===== src/rtl/cajero_pkg.sv =====
// Shared constants for the cashier session controller: FSM encoding, BCD digit codes,
// transaction types and datapath widths.
package cajero_pkg;

  localparam int PIN_W = 16;
  localparam int BAL_W = 32;

  localparam logic [5:0] ST_IDLE    = 6'b00_0001;
  localparam logic [5:0] ST_PIN     = 6'b00_0010;
  localparam logic [5:0] ST_CHECK   = 6'b00_0100;
  localparam logic [5:0] ST_MONTO   = 6'b00_1000;
  localparam logic [5:0] ST_EXEC    = 6'b01_0000;
  localparam logic [5:0] ST_BLOQUEO = 6'b10_0000;

  typedef enum logic [5:0] {
    EST_IDLE    = ST_IDLE,
    EST_PIN     = ST_PIN,
    EST_CHECK   = ST_CHECK,
    EST_MONTO   = ST_MONTO,
    EST_EXEC    = ST_EXEC,
    EST_BLOQUEO = ST_BLOQUEO
  } estado_t;

  localparam logic [3:0] DIG_CERO   = 4'd0;
  localparam logic [3:0] DIG_UNO    = 4'd1;
  localparam logic [3:0] DIG_DOS    = 4'd2;
  localparam logic [3:0] DIG_TRES   = 4'd3;
  localparam logic [3:0] DIG_CUATRO = 4'd4;
  localparam logic [3:0] DIG_CINCO  = 4'd5;
  localparam logic [3:0] DIG_SEIS   = 4'd6;
  localparam logic [3:0] DIG_SIETE  = 4'd7;
  localparam logic [3:0] DIG_OCHO   = 4'd8;
  localparam logic [3:0] DIG_NUEVE  = 4'd9;
  localparam logic [3:0] DIG_VACIO  = 4'hF;

  localparam logic TIPO_DEPOSITO = 1'b0;
  localparam logic TIPO_RETIRO   = 1'b1;

  function automatic logic es_bcd(input logic [3:0] d);
    return d <= DIG_NUEVE;
  endfunction

endpackage


===== src/rtl/cajero_captura_pin.sv =====
// PIN capture: filters non-BCD keys, shifts accepted digits in MSB-first and counts them.
// completo is combinational and marks the strobe that delivers the last digit.
module cajero_captura_pin
  import cajero_pkg::*;
#(
  parameter int N_DIGITOS = 4
) (
  input  logic                   clock,
  input  logic                   reset,
  input  logic                   clear,
  input  logic                   digito_stb,
  input  logic [3:0]             digito,
  output logic [4*N_DIGITOS-1:0] pin_rx,
  output logic                   completo
);

  localparam int PW = 4 * N_DIGITOS;
  localparam int CW = $clog2(N_DIGITOS + 1);
  localparam logic [CW-1:0] ULTIMO = CW'(N_DIGITOS - 1);

  logic [PW-1:0] pin_rx_q, pin_rx_d;
  logic [CW-1:0] cnt_q, cnt_d;
  logic          acepta;

  always_comb begin
    acepta   = digito_stb && es_bcd(digito);
    completo = acepta && (cnt_q == ULTIMO);
    pin_rx_d = pin_rx_q;
    cnt_d    = cnt_q;
    if (clear) begin
      pin_rx_d = '0;
      cnt_d    = '0;
    end else if (acepta) begin
      pin_rx_d = {pin_rx_q[PW-5:0], digito};
      cnt_d    = cnt_q + 1'b1;
    end
  end

  always_ff @(posedge clock) begin
    if (!reset) begin
      pin_rx_q <= '0;
      cnt_q    <= '0;
    end else begin
      pin_rx_q <= pin_rx_d;
      cnt_q    <= cnt_d;
    end
  end

  assign pin_rx = pin_rx_q;

endmodule


===== src/rtl/cajero_control_transaccion.sv =====
// Card session controller: PIN entry/check with attempt lockout, then one deposit or
// withdrawal; results appear one cycle after monto_stb, all outputs registered.
module cajero_control_transaccion
  import cajero_pkg::*;
#(
  parameter int MAX_INTENTOS = 3,
  parameter int N_DIGITOS    = 4
) (
  input  logic                   clock,
  input  logic                   reset,
  input  logic                   tarjeta_recibida,
  input  logic                   tipo_trans,
  input  logic                   digito_stb,
  input  logic [3:0]             digito,
  input  logic [4*N_DIGITOS-1:0] pin,
  input  logic [BAL_W-1:0]       balance_inicial,
  input  logic                   monto_stb,
  input  logic [BAL_W-1:0]       monto,
  output logic [BAL_W-1:0]       balance_actualizado,
  output logic                   balance_stb,
  output logic                   entregar_dinero,
  output logic                   pin_incorrecto,
  output logic                   advertencia,
  output logic                   bloqueo,
  output logic                   fondos_insuficientes
);

  localparam int PW = 4 * N_DIGITOS;
  localparam int IW = $clog2(MAX_INTENTOS + 1);
  localparam logic [IW-1:0] INT_AVISO = IW'(MAX_INTENTOS - 1);
  localparam logic [IW-1:0] INT_BLOQ  = IW'(MAX_INTENTOS);

  estado_t          state_q, state_d;
  logic [IW-1:0]    intentos_q, intentos_d, intentos_inc;
  logic [BAL_W-1:0] balance_q, balance_d;
  logic [BAL_W-1:0] monto_q, monto_d;
  logic             tipo_q, tipo_d;
  logic [BAL_W-1:0] bal_out_q, bal_out_d;
  logic             bal_stb_q, bal_stb_d;
  logic             entregar_q, entregar_d;
  logic             pin_inc_q, pin_inc_d;
  logic             adv_q, adv_d;
  logic             bloq_q, bloq_d;
  logic             fondos_q, fondos_d;

  logic             dig_en, pin_clr, pin_completo;
  logic [PW-1:0]    pin_rx;
  logic [BAL_W:0]   suma;
  logic [BAL_W-1:0] resultado;

  // Abort (card removed) takes precedence over a digit arriving on the same edge.
  assign dig_en  = digito_stb && tarjeta_recibida && (state_q == EST_PIN);
  assign pin_clr = (state_q == EST_IDLE) || (state_q == EST_CHECK);

  cajero_captura_pin #(
    .N_DIGITOS (N_DIGITOS)
  ) u_captura (
    .clock      (clock),
    .reset      (reset),
    .clear      (pin_clr),
    .digito_stb (dig_en),
    .digito     (digito),
    .pin_rx     (pin_rx),
    .completo   (pin_completo)
  );

  assign suma = {1'b0, balance_q} + {1'b0, monto_q};

  always_comb begin
    state_d      = state_q;
    intentos_d   = intentos_q;
    intentos_inc = intentos_q + 1'b1;
    balance_d    = balance_q;
    monto_d      = monto_q;
    tipo_d       = tipo_q;
    bal_out_d    = bal_out_q;
    bal_stb_d    = 1'b0;
    entregar_d   = 1'b0;
    pin_inc_d    = 1'b0;
    fondos_d     = 1'b0;
    adv_d        = adv_q;
    bloq_d       = bloq_q;
    resultado    = balance_q;

    unique case (state_q)
      EST_IDLE: begin
        if (tarjeta_recibida) begin
          state_d   = EST_PIN;
          balance_d = balance_inicial;
        end
      end
      EST_PIN: begin
        if (!tarjeta_recibida)  state_d = EST_IDLE;
        else if (pin_completo)  state_d = EST_CHECK;
      end
      EST_CHECK: begin
        if (!tarjeta_recibida) begin
          state_d = EST_IDLE;
        end else if (pin_rx == pin) begin
          intentos_d = '0;
          adv_d      = 1'b0;
          state_d    = EST_MONTO;
        end else begin
          intentos_d = intentos_inc;
          pin_inc_d  = 1'b1;
          if (intentos_inc == INT_BLOQ) begin
            bloq_d  = 1'b1;
            state_d = EST_BLOQUEO;
          end else begin
            if (intentos_inc == INT_AVISO) adv_d = 1'b1;
            state_d = EST_PIN;
          end
        end
      end
      EST_MONTO: begin
        if (!tarjeta_recibida) begin
          state_d = EST_IDLE;
        end else if (monto_stb) begin
          monto_d = monto;
          tipo_d  = tipo_trans;
          state_d = EST_EXEC;
        end
      end
      EST_EXEC: begin
        if (tipo_q == TIPO_RETIRO) begin
          if (monto_q <= balance_q) begin
            resultado  = balance_q - monto_q;
            entregar_d = 1'b1;
          end else begin
            fondos_d   = 1'b1;
          end
        end else begin
          // Deposits saturate rather than wrap on carry-out.
          resultado = suma[BAL_W] ? '1 : suma[BAL_W-1:0];
        end
        balance_d = resultado;
        bal_out_d = resultado;
        bal_stb_d = 1'b1;
        state_d   = EST_IDLE;
      end
      EST_BLOQUEO: state_d = EST_BLOQUEO;
      default:     state_d = EST_IDLE;
    endcase
  end

  always_ff @(posedge clock) begin
    if (!reset) begin
      state_q    <= EST_IDLE;
      intentos_q <= '0;
      balance_q  <= '0;
      monto_q    <= '0;
      tipo_q     <= TIPO_DEPOSITO;
      bal_out_q  <= '0;
      bal_stb_q  <= 1'b0;
      entregar_q <= 1'b0;
      pin_inc_q  <= 1'b0;
      adv_q      <= 1'b0;
      bloq_q     <= 1'b0;
      fondos_q   <= 1'b0;
    end else begin
      state_q    <= state_d;
      intentos_q <= intentos_d;
      balance_q  <= balance_d;
      monto_q    <= monto_d;
      tipo_q     <= tipo_d;
      bal_out_q  <= bal_out_d;
      bal_stb_q  <= bal_stb_d;
      entregar_q <= entregar_d;
      pin_inc_q  <= pin_inc_d;
      adv_q      <= adv_d;
      bloq_q     <= bloq_d;
      fondos_q   <= fondos_d;
    end
  end

  assign balance_actualizado  = bal_out_q;
  assign balance_stb          = bal_stb_q;
  assign entregar_dinero      = entregar_q;
  assign pin_incorrecto       = pin_inc_q;
  assign advertencia          = adv_q;
  assign bloqueo              = bloq_q;
  assign fondos_insuficientes = fondos_q;

endmodule


===== config.mk =====
export PLATFORM = sky130hd
export DESIGN_NAME = cajero_control_transaccion
export DESIGN_NICKNAME = d
export VERILOG_FILES = /design/src/rtl/cajero_pkg.sv /design/src/rtl/cajero_captura_pin.sv /design/src/rtl/cajero_control_transaccion.sv
export SDC_FILE = /design/constraint.sdc
export NUM_CORES = 1
export LEC_CHECK = 0
export CORE_MARGIN = 2
export CORE_UTILIZATION = 65
export DETAILED_ROUTE_END_ITERATION = 16
export DONT_BUFFER_PORTS = 1
export GPL_TIMING_DRIVEN = 0
export PLACE_DENSITY = 0.82
export SLEW_MARGIN = 20
export SYNTH_ARGS = -nofsm -noshare
export SYNTH_HDL_FRONTEND = slang
export SYNTH_HIERARCHICAL = 1
export SYNTH_SLANG_ARGS = --single-unit

===== constraint.sdc =====
create_clock -name clock -period 6.2 [get_ports clock]
set_clock_uncertainty 0.2 [all_clocks]
set_input_delay 1.24 -clock clock [delete_from_list [all_inputs] [get_ports clock]]
set_output_delay 1.24 -clock clock [all_outputs]
set_load 0.005 [all_outputs]

==> flow_summary.yaml, run 1 <==
outcome:
  status: "completed"
clock_tree:
  cts-root-buf: "clkbuf_16"
  cts-buffers-inserted: 17
  post-cts-setup-buffers: 0
  path_clk_slew_ns: 0.07
  cts.htree.levels: 4
  clk_latency_ns: 0.44
  cts.sinks: 130
  tritoncts: "built"
  cts_resized: 0
  cts.hold.buffers_added: 0
  clockBufferDepth: 2
finish:
  fillers: 1223
  syn2layout_area_growth_pct: 8.33
  antenna_cells: 0
  drive_gt1_frac: 0.0950
  seqCellArea_um2: 2600
  multi_input_area_um2: 6480
  fin_nets: 1431
global_route:
  grt_first_pass_wirelength_mm: 49.1
  grt_pass1_vias: 9119
  antenna_found_initial: 0
  grt_usage: 0.393
  grt_max_degree: 17
  grt_overflow_total: 0
floorplan:
  die_height_um: 126
  die_area_um2: 15900
  start_util: 0.667
  die_w_um: 126
  io_pins: 128
  core_area_um2: 14500
  fp-row-count: 44
worst_setup_path:
  max_stage_delay_ns: 0.49
  worstPathRequired_ns: 6.31
  cp_cell_sequence: "ha_1 > fa_1 > nor2b_1 > o211ai_2 > a31oi_4 > a211oi_4 > a21oi_4 > a21oi_4 > buf_4 > nand4b_1 > a31oi_1 > nor2_1"
  cp_slowest_cell: "a211oi_4"
  cp-start-kind: "register"
  path_buf_inv: 1
  cpMostUsedCell: "a21oi_4"
  cp-end-kind: "register"
  critical_path.top_delay_family: "compound AO/OA/AOI/OAI gates"
  cp_max_fo: 10
  arrival_ns: 4.16
  crit_type: "reg -> reg"
drt:
  vias_per_cell: 6.62
  dr.pass1.iters: 6
  wl_per_cell_um: 21.7
  via_count: 9713
  wl_met2_mm: 14.4
  top_layer_used: "met4"
  wirelength_mm: 31.9
  ant_nets: 0
  drt_iter0_markers: 1053
  route.detailed.drc: 0
  route.met3.wl_mm: 2.92
  wl_met1_mm: 13.4
synth:
  synth_area_per_cell_um2: 7.75
  yosysTopAreaCell: "dfxtp_1"
  yosysWarnings: 6
  ys_seq_area_frac: 0.268
  synth_top_area_frac: 0.268
  synthTopCellsByArea: "dfxtp_1 27%, ha_1 8.8%, a21oi_1 6.3%, nand2_1 6.2%, o21ai_0 4.4%"
  synth_cell_types: 98
  syn_area_um2: 9700
  syn-num-nets: 1412
  syn_inst: 1252
  synth_seq_cells: 130
  synth_edf_count: 0
  postSynth.asyncResetShare: 0
  synth_flop_cell: "dfxtp_1"
timing:
  postLayoutSetupSlackWorst_ns: 2.15
  min_period_ns: 4.05
  fmax_mhz: 247
  period_share: 0.654
  rsz0062_at_grt: "false"
  setup_viol: 0
  relSlewSlack: 0.247
  worstMarginPinSlew_ns: 1.13
  hold_viol: 0
  finalMaxSlewViolations: 0
  finalSetupTns_ns: 0
worst_hold_path:
  hp-class: "reg -> reg"
placement:
  io_buffers: 0
  gp_congestion: 1.00
  dp_slack_ns: 2.29
  place_hpwl_mm: 23.7
power_and_ir_drop:
  pwr_density_cell_nw_per_um2: 242
  net-switching-power_uw: 880
  swShare: 0.346
  leakagePower_nw: 4.07
  internal_power_mw: 1.66
  ir_drop_uv: 221
  clkPwrFrac: 0.402
  combPwrFrac: 0.254
  power_frac_seq: 0.344
run:
  drv_cap: 0
==> final cells by class <==
cell class                 count  share of cell area
clock inverter                14              0.0132
sequential                   130               0.248
clock buffer                  18              0.0418
multi-input combinational    981               0.617
inverter                      67              0.0239
tap                          184              0.0219
buffer                        74              0.0345
==> path summary, 6_finish.rpt <==
check	from	to	slack, ns	depth (start not counted)
setup reg to reg	monto_q[0]	balance_q[26]	2.15	12
hold reg to reg	balance_actualizado[26]	balance_actualizado[26]	0.26	2
hold / removal	balance_actualizado[26]	balance_actualizado[26]	0.26	2
setup / recovery	monto_q[0]	balance_q[26]	2.15	12
==> cell usage after synthesis (all sizes together), types with 13 or more instances <==
master	count
mux2i	23
xnor2	33
o21bai	13
o211ai	18
a211oi	13
nand4	15
nor2	97
a21oi	126
nor4	17
nand2	163
nor2b	19
nand3	15
o21ai	101
inv	66
a21o	14
clkbuf	36
buf	38
dfxtp	130
o21a	15
nor3	28
xor2	23
ha	68
nand2b	19
==> power by group through the flow <==
stage / Sequential [mW] / Combinational [mW] / Clock (mW)
2_1_floorplan: 0.886 / 0.471 / 0
3_3_place_gp: 0.892 / 0.612 / 0
3_5_place_dp: 0.893 / 0.617 / 0
4_1_cts: 0.874 / 0.623 / 1.02
5_1_grt: 0.877 / 0.686 / 1.05
6_report: 0.875 / 0.646 / 1.02
==> placed cells by master, fill, tap and decap left out, types with 16 or more instances in the layout <==
master / n
nand2_1: 161
dfxtp_1: 130
a21oi_1: 122
nor2_1: 95
o21ai_0: 86
ha_1: 68
inv_1: 62
clkbuf_1: 35
xnor2_1: 33
nor3_1: 25
buf_2: 25
xor2_1: 23
mux2i_1: 23
nand2b_1: 19
nor2b_1: 18
o211ai_1: 17
clkbuf_16: 17
nor4_1: 16
==> per-stage QoR <==
| step | area (um^2) | std cells | power, mW | hold WS [ns] | util |
|---|---|---|---|---|---|
| 3_5_place_dp | 9930 | 1436 | 1.51 | 0.254 | 0.683 |
| 2_1_floorplan | 9700 | 1252 | 1.36 | 0.235 | - |
| 3_3_place_gp | 9930 | 1436 | 1.50 | 0.249 | 0.683 |
| 5_1_grt | 10500 | 1468 | 2.62 | 0.279 | 0.723 |
| 4_1_cts | 10500 | 1468 | 2.51 | 0.262 | 0.723 |
| 6_report | 10500 | 1468 | 2.54 | 0.260 | 0.723 |
==> cell families after synthesis <==
group	after synthesis	share of synthesized area
AO/OA/AOI/OAI	408	0.287
flip-flops	130	0.268
multiplexers	24	0.0249
buffers and inverters	141	0.0633
adder cells (fa/ha/maj)	70	0.0918
XOR/XNOR	56	0.0506
AND/OR/NAND/NOR	423	0.214
==> worst min-delay path, cell delays in order (launching register included) <==
cell     delay [ns]
dfxtp_1        0.32
nand2_1        0.06
nand2_1        0.04
==> routing by layer <==
layer	vias to the layer above	GRT usage
li1	4539	-
met1	4600	0.528
met2	471	0.618
met3	103	0.0845
met4	0	0.159
met5	-	0
==> registers in the layout (all words and copies together) (netlist names) <==
name	flops
monto_q	32
u_captura/pin_rx	16
fondos_insuficientes	1
entregar_dinero	1
advertencia	1
state_q	6
bloqueo	1
balance_actualizado	32
pin_incorrecto	1
intentos_q	2
tipo_q	1
balance_stb	1
balance_q	32
u_captura/cnt_q	3
Note: power is estimated with default switching activity, not from simulation.
==> run 2, diff against run 1 <==
==> constraint.sdc (replaced) <==
create_clock -name clock -period 3.95 [get_ports clock]
set_clock_uncertainty 0.2 [all_clocks]
set_input_delay 0.79 -clock clock [delete_from_list [all_inputs] [get_ports clock]]
set_output_delay 0.79 -clock clock [all_outputs]
set_load 0.005 [all_outputs]
==> flow_summary.yaml, run 2 (synthesized netlist as in run 1, its figures left out) <==
power_and_ir_drop:
  power_frac_seq: 0.344
  clkPwrFrac: 0.403
  power.total_mw: 3.99
  ir_drop_uv: 350
  combPwrFrac: 0.253
  swShare: 0.347
  leakagePower_nw: 4.09
  pwr_density_cell_nw_per_um2: 379
  net-switching-power_mw: 1.39
  internal_power_mw: 2.61
worst_setup_path:
  max_stage_delay_ns: 0.50
  arrival_ns: 3.98
  cp_max_fo: 10
  cp_slowest_cell: "a211oi_4"
  crit_path_start: "monto_q[0]"
  path_buf_inv: 1
  critical_path.top_delay_family: "compound AO/OA/AOI/OAI gates"
  r2r_start: "monto_q[0]"
  crit_type: "reg -> reg"
  cp_cell_sequence: "ha_1 > fa_1 > nor2b_1 > o211ai_2 > a31oi_4 > a211oi_4 > a21oi_4 > a21o_1 > buf_2 > o311ai_1 > a31oi_1"
  cp-end-kind: "register"
  cp-start-kind: "register"
  worstPathRequired_ns: 4.04
drt:
  wirelength_mm: 32.0
  wl_per_cell_um: 21.8
  route.detailed.drc: 0
  drt_iter0_markers: 961
  via_count: 9794
  vias_per_cell: 6.66
  ant_nets: 0
  dr.pass1.iters: 11
timing:
  whs_ns: 0.260
  finalMaxSlewViolations: 0
  worstMarginPinSlew_ns: 1.16
  postLayoutSetupSlackWorst_ns: 0.0588
  period_share: 0.985
  finalSetupTns_ns: 0
  relSlewSlack: 0.222
  rsz0062_at_grt: "false"
  min_period_ns: 3.89
  hold_viol: 0
  fmax_mhz: 257
  setup_viol: 0
global_route:
  antenna_found_initial: 0
  grt_pass1_vias: 9119
  grt_max_degree: 17
  grt_first_pass_wirelength_mm: 49.1
  grt_overflow_total: 0
  grt_usage: 0.393
clock_tree:
  cts-buffers-inserted: 17
  clk_latency_ns: 0.44
  cts.hold.buffers_added: 0
  path_clk_slew_ns: 0.07
  clockBufferDepth: 2
  cts-root-buf: "clkbuf_16"
  tritoncts: "built"
  cts.htree.levels: 4
  cts.sinks: 130
placement:
  dp_cells: 1436
  placed_area_um2: 9930
  io_buffers: 0
  gp_congestion: 1.00
  place_hpwl_mm: 23.7
  dp_slack_ns: 0.0382
finish:
  drive_gt1_frac: 0.0979
  instances_no_fill: 1471
  antenna_cells: 0
  fin_nets: 1434
  layout_commonest_cell: "nand2_1"
  stdcell_area_um2: 10600
  layout_common_cells: "161 x nand2_1, 130 x dfxtp_1, 122 x a21oi_1, 95 x nor2_1, 86 x o21ai_0"
  syn2layout_area_growth_pct: 8.76
  final_core_util: 0.726
floorplan:
  fp-row-count: 44
  die_area_um2: 15900
  die_height_um: 126
  start_util: 0.667
  die_w_um: 126
  core_area_um2: 14500
  io_pins: 128
worst_hold_path:
  hold_start: "balance_actualizado[26]"
  hp-class: "reg -> reg"
run:
  drv_cap: 0
outcome:
  status: "completed"
## run 2: power by group through the flow
stage / registers [mW] / logic [mW] / clock network (mW)
floorplan: 1.39 / 0.739 / 0
global placement: 1.40 / 0.960 / 0
detailed placement: 1.40 / 0.968 / 0
CTS: 1.37 / 0.978 / 1.60
global route: 1.38 / 1.08 / 1.66
finish: 1.37 / 1.01 / 1.61
## run 2: final cells by class
class                      instances  area [um^2]
clock buffer                      18          439
fill                            1216         3980
inverter                          67          251
clock inverter                    14          139
tap                              184          230
timing repair buffer               3         22.5
sequential                       130         2600
buffer                            74          363
multi-input combinational        981         6500
## run 2: path summary, 6_finish.rpt
kind,end,slack [ns],cells past startpoint
max,balance_q[18],0.06,11
min,balance_actualizado[26],0.26,2
max reg2reg,balance_q[18],0.06,11
min reg2reg,balance_actualizado[26],0.26,2
## run 2: worst reg2reg max path: cells and delay by family (launching register included)
family          cells  cell delay (ns)
compound gates      7             2.06
fa+ha+maj           2             0.65
flops               1             0.34
buf+inv             1             0.30
simple gates        1             0.19
## run 2: what timing repair did
| action | in CTS | in global routing |
|---|---|---|
| setup buffers | 0 | 3 |
| gates resized for setup | 0 | 2 |
| endpoints found under the setup margin | 0 | 17 |
## run 2: per-layer routing
metal  GRT usage  part of all wire  up-vias
met5           0                 0        -
met4       0.159             0.039        0
met3      0.0845             0.096       98
met2       0.618              0.45      531
met1       0.528              0.42     4614
li1            -                 -     4551
==> run 3, diff against run 2 <==
--- a/config.mk
+++ b/config.mk
@@ -5,12 +5,13 @@
 export SDC_FILE = /design/constraint.sdc
 export NUM_CORES = 1
 export LEC_CHECK = 0
+export ABC_AREA = 0
 export CORE_MARGIN = 2
 export CORE_UTILIZATION = 65
 export DETAILED_ROUTE_END_ITERATION = 16
 export DONT_BUFFER_PORTS = 1
-export GPL_TIMING_DRIVEN = 0
 export PLACE_DENSITY = 0.82
+export REMOVE_ABC_BUFFERS = 1
 export SLEW_MARGIN = 20
 export SYNTH_ARGS = -nofsm -noshare
 export SYNTH_HDL_FRONTEND = slang
==> flow_summary.yaml, run 3 (synthesized netlist as in run 1, its figures left out) <==
finish:
  drive_gt1_frac: 0.0921
  fin_nets: 1385
  layout_common_cells: "161 x nand2_1, 130 x dfxtp_1, 122 x a21oi_1, 95 x nor2_1, 86 x o21ai_0"
  antenna_cells: 0
  syn2layout_area_growth_pct: 7.30
  layout_commonest_cell: "nand2_1"
drt:
  via_count: 9628
  drt_iter0_markers: 946
  ant_nets: 0
  wl_per_cell_um: 21.3
  route.detailed.drc: 0
  vias_per_cell: 6.77
  dr.pass1.iters: 8
  wirelength_mm: 30.3
run:
  drv_cap: 0
global_route:
  antenna_found_initial: 0
  grt_overflow_total: 0
  grt_pass1_vias: 9226
  grt_max_degree: 45
  grt_first_pass_wirelength_mm: 48.2
  grt_usage: 0.377
worst_setup_path:
  r2r_start: "monto_q[18]"
  cp-end-kind: "register"
  worstPathRequired_ns: 4.11
  cp_cell_sequence: "inv_1 > ha_1 > nand2_1 > o21ai_1 > a22oi_1 > a211oi_2 > nor2_4 > buf_4 > a211oi_1 > a21oi_1 > a221o_1 > a21oi_1"
  cp_max_fo: 22
  arrival_ns: 3.89
  crit_path_start: "monto_q[18]"
  max_stage_delay_ns: 0.53
  crit_type: "reg -> reg"
  cpMostUsedCell: "a21oi_1"
  rrSetupSlack_ns: 0.23
  cp_slowest_cell: "ha_1"
  cp-start-kind: "register"
floorplan:
  die_area_um2: 15900
  die_height_um: 126
  io_pins: 128
  start_util: 0.667
  fp-row-count: 44
  core_area_um2: 14500
  die_w_um: 126
timing:
  rsz0062_at_grt: "false"
  setup_viol: 0
  worstMarginPinSlew_ns: 1.04
  period_share: 0.943
  postLayoutSetupSlackWorst_ns: 0.226
  finalMaxSlewViolations: 0
  relSlewSlack: 0.305
  finalSetupTns_ns: 0
  whs_ns: 0.254
  hold_viol: 0
  min_period_ns: 3.72
  fmax_mhz: 269
power_and_ir_drop:
  ir_drop_uv: 387
  pwr_density_cell_nw_per_um2: 381
  leakagePower_nw: 4.04
  power.total_mw: 3.97
clock_tree:
  cts.htree.levels: 4
  cts_resized: 0
  path_clk_slew_ns: 0.06
  cts.hold.buffers_added: 0
  cts-root-buf: "clkbuf_16"
  tritoncts: "built"
  post-cts-setup-buffers: 0
  cts.sinks: 130
  clockBufferDepth: 2
  cts-buffers-inserted: 17
  clk_latency_ns: 0.44
placement:
  dp_slack_ns: 0.373
  io_buffers: 0
  place_hpwl_mm: 21.7
  gp_congestion: 1.03
worst_hold_path:
  hp-class: "reg -> reg"
  hold_start: "balance_actualizado[26]"
outcome:
  status: "completed"
[run 3: cell types whose count changed in the layout (fill, tap and decap cells not counted), moves of 2 or more]
cell / previous run / this run
inv_6: 7 / 4
buf_4: 11 / 26
inv_8: 1 / 3
buf_1: 2 / 0
buf_6: 3 / 0
buf_12: 0 / 2
buf_2: 25 / 0
clkbuf_1: 35 / 1
[run 3: path summary, 6_finish.rpt]
check / endpoint / depth (start not counted)
worst min-delay path: balance_actualizado[26] / 2
worst max register to register: balance_actualizado[3] / 12
worst max-delay path: balance_actualizado[3] / 12
worst min register to register: balance_actualizado[26] / 2
[run 3: report_power, final]
group | switching [mW] | leakage [nW] | internal [mW]
logic | 0.601 | 2.70 | 0.364
clock network | 0.679 | 0.284 | 0.950
registers | 0.0329 | 1.05 | 1.34
total | 1.31 | 4.04 | 2.65
[run 3: area by class of cell]
| type | count | area [um^2] |
|---|---|---|
| multi-input cells | 981 | 6490 |
| clock buffers | 18 | 429 |
| repair buffers | 28 | 235 |
| fillers | 1195 | 4130 |
| clock inverters | 14 | 169 |
| flip-flops and latches | 130 | 2600 |
| well taps | 184 | 230 |
| inverters | 67 | 251 |
[run 3: stage by stage]
| stage | cells | area, um^2 | util |
|---|---|---|---|
| 4_1_cts | 1422 | 10400 | 0.716 |
| 2_1_floorplan | 1178 | 9340 | - |
| 6_report | 1422 | 10400 | 0.716 |
| 3_3_place_gp | 1390 | 9810 | 0.675 |
| 3_5_place_dp | 1390 | 9810 | 0.675 |
| 5_1_grt | 1422 | 10400 | 0.716 |
[run 3: per-layer routing]
metal,global-route usage,share of wire
met5,0,0
met1,0.500,0.42
met2,0.602,0.46
met3,0.0901,0.092
met4,0.134,0.029
[run 3: worst max-delay path: cells and delay by family (launching register included)]
family                     cells  cell delay, ns
buffers and inverters          2            0.33
and+or+nand+nor                2            0.43
DFF                            1            0.37
adders and majority gates      1            0.53
AOI/OAI and AO/OA              7            1.78
